## src/rtl/mux_arbiter_pkg.sv

```systemverilog
// mux_arbiter_pkg: shared FSM state and requester-id types for mux_arbiter
package mux_arbiter_pkg;
    typedef enum logic [1:0] {IDLE, GNT_A, GNT_B} state_t;
    typedef enum logic {REQ_A = 1'b0, REQ_B = 1'b1} req_id_t;
    localparam int HOLD_W = 8;
endpackage

```

## src/rtl/mux_arbiter_mux.sv

```systemverilog
// mux_arbiter_mux: 2:1 datapath mux; ports a, b, sel (0=a, 1=b) -> y
module mux_arbiter_mux #(
    parameter int WIDTH = 1
) (
    input  logic [WIDTH-1:0] a,
    input  logic [WIDTH-1:0] b,
    input  logic             sel,
    output logic [WIDTH-1:0] y
);
    assign y = sel ? b : a;
endmodule

```

## src/rtl/mux_arbiter.sv

```systemverilog
// mux_arbiter: two-requester arbiter driving a registered 2:1 data mux
// ports: clk, rst (sync, active-high), req_a/req_b, a/b data in;
//        gnt_a/gnt_b, sel, y, y_valid all registered, one-cycle latency
// MUX_ARBITER_TIMEOUT_EN enables preemption after MAX_HOLD grant cycles
module mux_arbiter
    import mux_arbiter_pkg::*;
#(
    parameter int WIDTH    = 1,
    parameter int MAX_HOLD = 4
) (
    input  logic             clk,
    input  logic             rst,
    input  logic             req_a,
    input  logic             req_b,
    input  logic [WIDTH-1:0] a,
    input  logic [WIDTH-1:0] b,
    output logic             gnt_a,
    output logic             gnt_b,
    output logic             sel,
    output logic [WIDTH-1:0] y,
    output logic             y_valid
);
    state_t            state, nxt;
    req_id_t           last;
    logic              timeout;
    logic [WIDTH-1:0]  mux_y;
`ifdef MUX_ARBITER_TIMEOUT_EN
    logic [HOLD_W-1:0] cnt;
    assign timeout = cnt == HOLD_W'(MAX_HOLD - 1);
`else
    assign timeout = 1'b0;
`endif
    // owner keeps the grant unless it drops its request or times out against a waiting peer
    always_comb
        nxt = state == IDLE  ? ((req_a && req_b) ? (last == REQ_A ? GNT_B : GNT_A) :
                                req_a ? GNT_A : req_b ? GNT_B : IDLE) :
              state == GNT_A ? ((req_a && !(timeout && req_b)) ? GNT_A : req_b ? GNT_B : IDLE) :
                               ((req_b && !(timeout && req_a)) ? GNT_B : req_a ? GNT_A : IDLE);
    mux_arbiter_mux #(.WIDTH(WIDTH)) u_mux (
        .a  (a),
        .b  (b),
        .sel(nxt == GNT_B),
        .y  (mux_y)
    );
    always_ff @(posedge clk) begin
        if (rst) begin
            state   <= IDLE;
            gnt_a   <= 1'b0;
            gnt_b   <= 1'b0;
            sel     <= 1'b0;
            y       <= '0;
            y_valid <= 1'b0;
            last    <= REQ_B;
`ifdef MUX_ARBITER_TIMEOUT_EN
            cnt     <= '0;
`endif
        end else begin
            state   <= nxt;
            gnt_a   <= nxt == GNT_A;
            gnt_b   <= nxt == GNT_B;
            y_valid <= nxt != IDLE;
            if (nxt != IDLE) begin
                sel  <= nxt == GNT_B;
                y    <= mux_y;
                last <= req_id_t'(nxt == GNT_B);
            end
`ifdef MUX_ARBITER_TIMEOUT_EN
            cnt <= nxt != state ? '0 :
                   (nxt != IDLE && !timeout) ? cnt + 1'b1 : cnt;
`endif
        end
    end
endmodule

```

## config.mk

```make
export PLATFORM = sky130hd
export DESIGN_NAME = mux_arbiter
export DESIGN_NICKNAME = d
export VERILOG_FILES = /design/src/rtl/mux_arbiter_pkg.sv /design/src/rtl/mux_arbiter_mux.sv /design/src/rtl/mux_arbiter.sv
export SDC_FILE = /design/constraint.sdc
export NUM_CORES = 1
export LEC_CHECK = 0
export CAP_MARGIN = 20
export CELL_PAD_IN_SITES_DETAIL_PLACEMENT = 1
export CELL_PAD_IN_SITES_GLOBAL_PLACEMENT = 1
export CORE_AREA = 2 2 39 41
export CTS_CLUSTER_SIZE = 25
export DETAILED_ROUTE_END_ITERATION = 8
export DIE_AREA = 0 0 41 43
export PLACE_DENSITY_LB_ADDON = 0.1
export RECOVER_POWER = 50
export REMOVE_ABC_BUFFERS = 1
export SLEW_MARGIN = 20
export SYNTH_ARGS = -nofsm -noshare
export SYNTH_HDL_FRONTEND = slang
export SYNTH_SLANG_ARGS = --single-unit
```

## constraint.sdc

```tcl
create_clock -name clk -period 1.7 [get_ports clk]
set_clock_uncertainty 0.05 [all_clocks]
set_input_delay 0.34 -clock clk [delete_from_list [all_inputs] [get_ports clk]]
set_output_delay 0.34 -clock clk [all_outputs]
set_load 0.02 [all_outputs]
```

# --- Word level (Yosys, flattened, before mapping) ---
# Cells that the tools add are included.
totals:
  regBits: 8
  in_bits: 6
  output_inout_bits: 5
classes:
  n_eq_ne: 3
  muxes: 9
  n_reduce_logical: 3
op_table:
  columns: ["operator", "n"]
  rows:
  - ["$mux 2", 7]
  - ["$eq 2x1->1 const B", 2]
  - ["$eq 2x2->1 const B", 1]
  - ["$logic_not 2->1", 1]
  - ["$mux 1", 2]
  - ["$reduce_bool 2->1", 1]
  - ["$logic_and 1x1->1", 1]

# --- Longest topological paths before layout ---
logic_depth:
  ltp_word: 6
  mapped_depth: 3

# --- By module ---
# A second synthesis with hierarchy kept.
hier_totals:
  cells_unflattened: 27
  area_unflattened_um2: 297.8
modules_own_cells:
  columns: ["module", "n_inst", "cells_each", "seq_area_each_um2", "area_per_inst_um2"]
  rows:
  - ["mux_arbiter", 1, 26, 160.2, 282.8]
  - ["mux_arbiter_mux", 1, 1, 0.0, 15.0]

# --- Worst setup path before layout ---
# Ideal clock, no wire load.
synth_path:
  kind: "register to register"
  start: "register state[1]"
  end: "register y"
  t_arrival_ns: 0.824
  setup_ns: 0.116
  period_less_slack_ns: 0.990
  path_stages_with_launch: 4
  n_path_buf: 0
  required_ns: 1.534
  setup_slack_ns: 0.710
  cell_sequence: "dfxtp_1 o21bai_4 a211o_1 o211a_1"
synth_via:
  elab_chain_cells: 5
  word_cells_on_any_way: 7
synth_rtl:
  columns: ["item", "line_no", "source"]
  rows:
  - ["from (decl)", "mux_arbiter.sv:23", "state_t state, nxt;"]
  - ["from (signal assigned)", "mux_arbiter.sv:58", "state <= nxt;"]
  - ["$eq 2x1->1", "mux_arbiter.sv:37", "state == GNT_A ? ((req_a && !(timeout && req_b)) ? GNT_A : req_b ? GNT_B : IDLE) :"]
  - ["$mux 2", "mux_arbiter.sv:37", null]
  - ["$mux 2 (*)", "mux_arbiter.sv:35", "nxt = state == IDLE ? ((req_a && req_b) ? (last == REQ_A ? GNT_B : GNT_A) :"]
  - ["$eq 2x2->1", "mux_arbiter.sv:42", ".sel(nxt == GNT_B),"]
  - ["$mux 1", "mux_arbiter_mux.sv:10", "assign y = sel ? b : a;"]
  - ["to (signal assigned)", "mux_arbiter.sv:64", "y <= mux_y;"]
  - ["to (decl)", "mux_arbiter.sv:20", "output logic [WIDTH-1:0] y,"]
# Every way passes the cells marked *; elsewhere a longest branch is shown, timed or not.
# A chain may end at the register's enable or synchronous reset.

# --- Final worst setup path ---
layout_path:
  start: "register y"
  end: "output port y"
# No word-level cell between the ends.

==> run_results.csv <==
group,metric,value,unit
outcome,status,"completed",
critical_path,crit_buf_inv,1,
pwr,ir_drop,266,uV
critical_path,worstPathArrival,1.18,ns
timing,worst_slew_pin_slew,0.484,ns
floorplan,die_h,43,um
cts,clk_path_buf_depth,2,
synth,yosys-top-cells-count,"dfxtp_1 (8), nor2_1 (6), a21oi_1 (2), and2_1 (2)",
synth,syn_area,265,sq um
synth,yosysTopAreaCell,"dfxtp_1",
route,viasPerCell,4.16,
synth,yosysTopAreaCellShare,60.4,%
timing,rsz0062_at_grt,"no",
synth,synth_most_common_cell,"dfxtp_1",
finish,final_core_util,29.5,%
synth,synth_cell_types,12,
timing,slew_violations,0,
global_route,overflow,0,
floorplan,dieWidth,41,um
synth,ys.flop_type,"dfxtp_1",
cts,clkSinkCount,8,
cts,clk_pin_slew,0.05,ns
route,route.detailed.drc,0,
timing,fin_tns_setup,0,ns
cts,clk_latency,0.24,ns
timing,fin_crit_sh,92.2,%
timing,timing.hold.ws,0.410,ns
synth,yosys.area_share.simple,16.5,%
cts,numCtsBuffers,3,
synth,synth_fa_ha_area_share,0,%
route,m1WireLength,247,um
timing,finalHoldViolations,0,
cts,postCtsSetupRepairBufs,0,
floorplan,die_area,1760,sq um
synth,yosys_register_bits,8,
critical_path,crit_path_max_incr_delay,0.60,ns
finish,design_area,408,sq um
finish,diodes,0,
route,route.met2.wl,269,um
placed_design,gp_congestion,0.705,
cts,ctsHoldBuffers,0,
floorplan,core,1380,sq um
cts,cts-resized-gates,0,
finish,drive_gt1_share,12.8,%
cts,tritoncts,"yes",
synth,synth-async-reset-ratio,0,%
synth,ys_seq_area_share,60.4,%
route,wl_per_cell,10.3,um
cts,h-tree-depth,1,
placed_design,port_buffers,10,
placed_design,dpl_cell_area,385,sq um
critical_path,path_cells,"clkdlybuf4s50_1",
synth,muxShareOfSynthArea,0,%
floorplan,rows,14,
pwr,p_leak,0.000166,uW
critical_path,crit_slowest_cell,"clkdlybuf4s50_1",
synth,synthCells,26,
synth,avgSynthCellArea,10.2,sq um
route,drtIter0Drc,2,
finish,area_delta_synth_final,53.8,%
critical_path,cp.required,1.31,ns
route,highest_layer,"met4",
pwr,power_density,1010,nW/um^2
critical_path,cp_top_family,"buffers and inverters",
min_path,holdCritPathClass,"flop to flop",
critical_path,critPathKind,"flop to output pin",
critical_path,critPathMaxFanout,2,
route,ant_nets,0,
timing,fmax,638,MHz
route,wl,568,um
route,wl_met3,47,um
floorplan,start_util,19.2,%
synth,synth_edf_count,0,
synth,yosysWarnings,0,
global_route,grt_pass1_wl,779,um
cts,cts_root_buf,"clkbuf_4",
flow_run,drv_cap,0,
finish,finalNetCount,47,
global_route,grt_use_total,7.25,%
global_route,grt_pass1_vias,199,
critical_path,endpoint_kind,"output pin",
synth,synth_compound_area_share,21.7,%
timing,period_needed,1.57,ns
synth,synth_xor_area_share,0,%
global_route,antenna_found_initial,0,
synth,synth_top_family_by_area,"compound AO/OA/AOI/OAI gates",
timing,slew_headroom,67.4,%
timing,setup_viol,0,
route,vias,229,
route,first_pass_iters,4,
critical_path,start_kind,"flop",
synth,ys_top_cells_by_area,"dfxtp_1 (60%), nor2_1 (8.5%), o21bai_4 (7.1%)",
floorplan,ios,11,
global_route,grt_max_degree,7,
==> where the power goes <==
group | switching [uW] | total, uW | internal (uW)
clock | 59.4 | 140 | 80.4
combinational | 30.2 | 64.6 | 34.4
sequential | 6.01 | 207 | 201
total | 95.7 | 411 | 316
==> registers in the layout (all words and copies together), names as in the netlist <==
register  cells
state         2
gnt_a         1
y             1
y_valid       1
last          1
gnt_b         1
sel           1
==> stage by stage <==
stage | std cells | total power [uW] | worst slack [ns]
after detailed placement | 52 | 278 | 0.115
after global placement | 52 | 276 | 0.148
final | 55 | 411 | 0.132
after floorplan | 26 | 241 | 0.710
after global routing | 55 | 434 | 0.0847
after CTS | 55 | 424 | 0.110
==> routing by layer <==
metal	GRT usage [%]	vias up
met5	0	-
met4	8.00	0
met3	3.14	2
met2	8.44	8
met1	8.77	105
li1	-	114
==> cell usage in the layout, fill, tap and decap left out <==
cell / count
dfxtp_1: 8
clkdlybuf4s50_1: 8
nor2_1: 6
clkbuf_4: 3
a21oi_1: 2
o21ai_0: 2
dlygate4sd3_1: 2
o21bai_4: 1
inv_2: 1
and2_1: 1
nand2_1: 1
a211o_1: 1
nor3_1: 1
o211a_1: 1
and2_0: 1
==> final timing paths <==
check / startpoint / to / slack, ns / depth (start not counted)
setup / recovery: y / y / 0.13 / 1
hold reg to reg: sel / sel / 0.41 / 2
setup reg to reg: state[1] / sel / 0.53 / 3
hold / removal: sel / sel / 0.41 / 2
==> worst reg2reg max path, cell delays in order (launching register included) <==
cell,delay (ns)
dfxtp_1,0.29
o21bai_4,0.17
o21ai_0,0.41
a21oi_1,0.12
==> kinds of logic (layout without fill, tap and decap cells) <==
logic type / Yosys count / count (layout)
flip-flops: 8 / 8
buffers and inverters: 1 / 14
AND/OR/NAND/NOR: 10 / 10
AO/OA/AOI/OAI: 7 / 7
==> layout make-up <==
| cell class | count | area, sq um |
|---|---|---|
| Tap cell | 16 | 20.0 |
| Multi-Input combinational cell | 17 | 101 |
| Fill cell | 170 | 976 |
| Sequential cell | 8 | 160 |
| Inverter | 1 | 3.75 |
| Timing Repair Buffer | 10 | 100 |
| Clock buffer | 3 | 22.5 |
No activity file was read; power rests on OpenSTA's default activity.
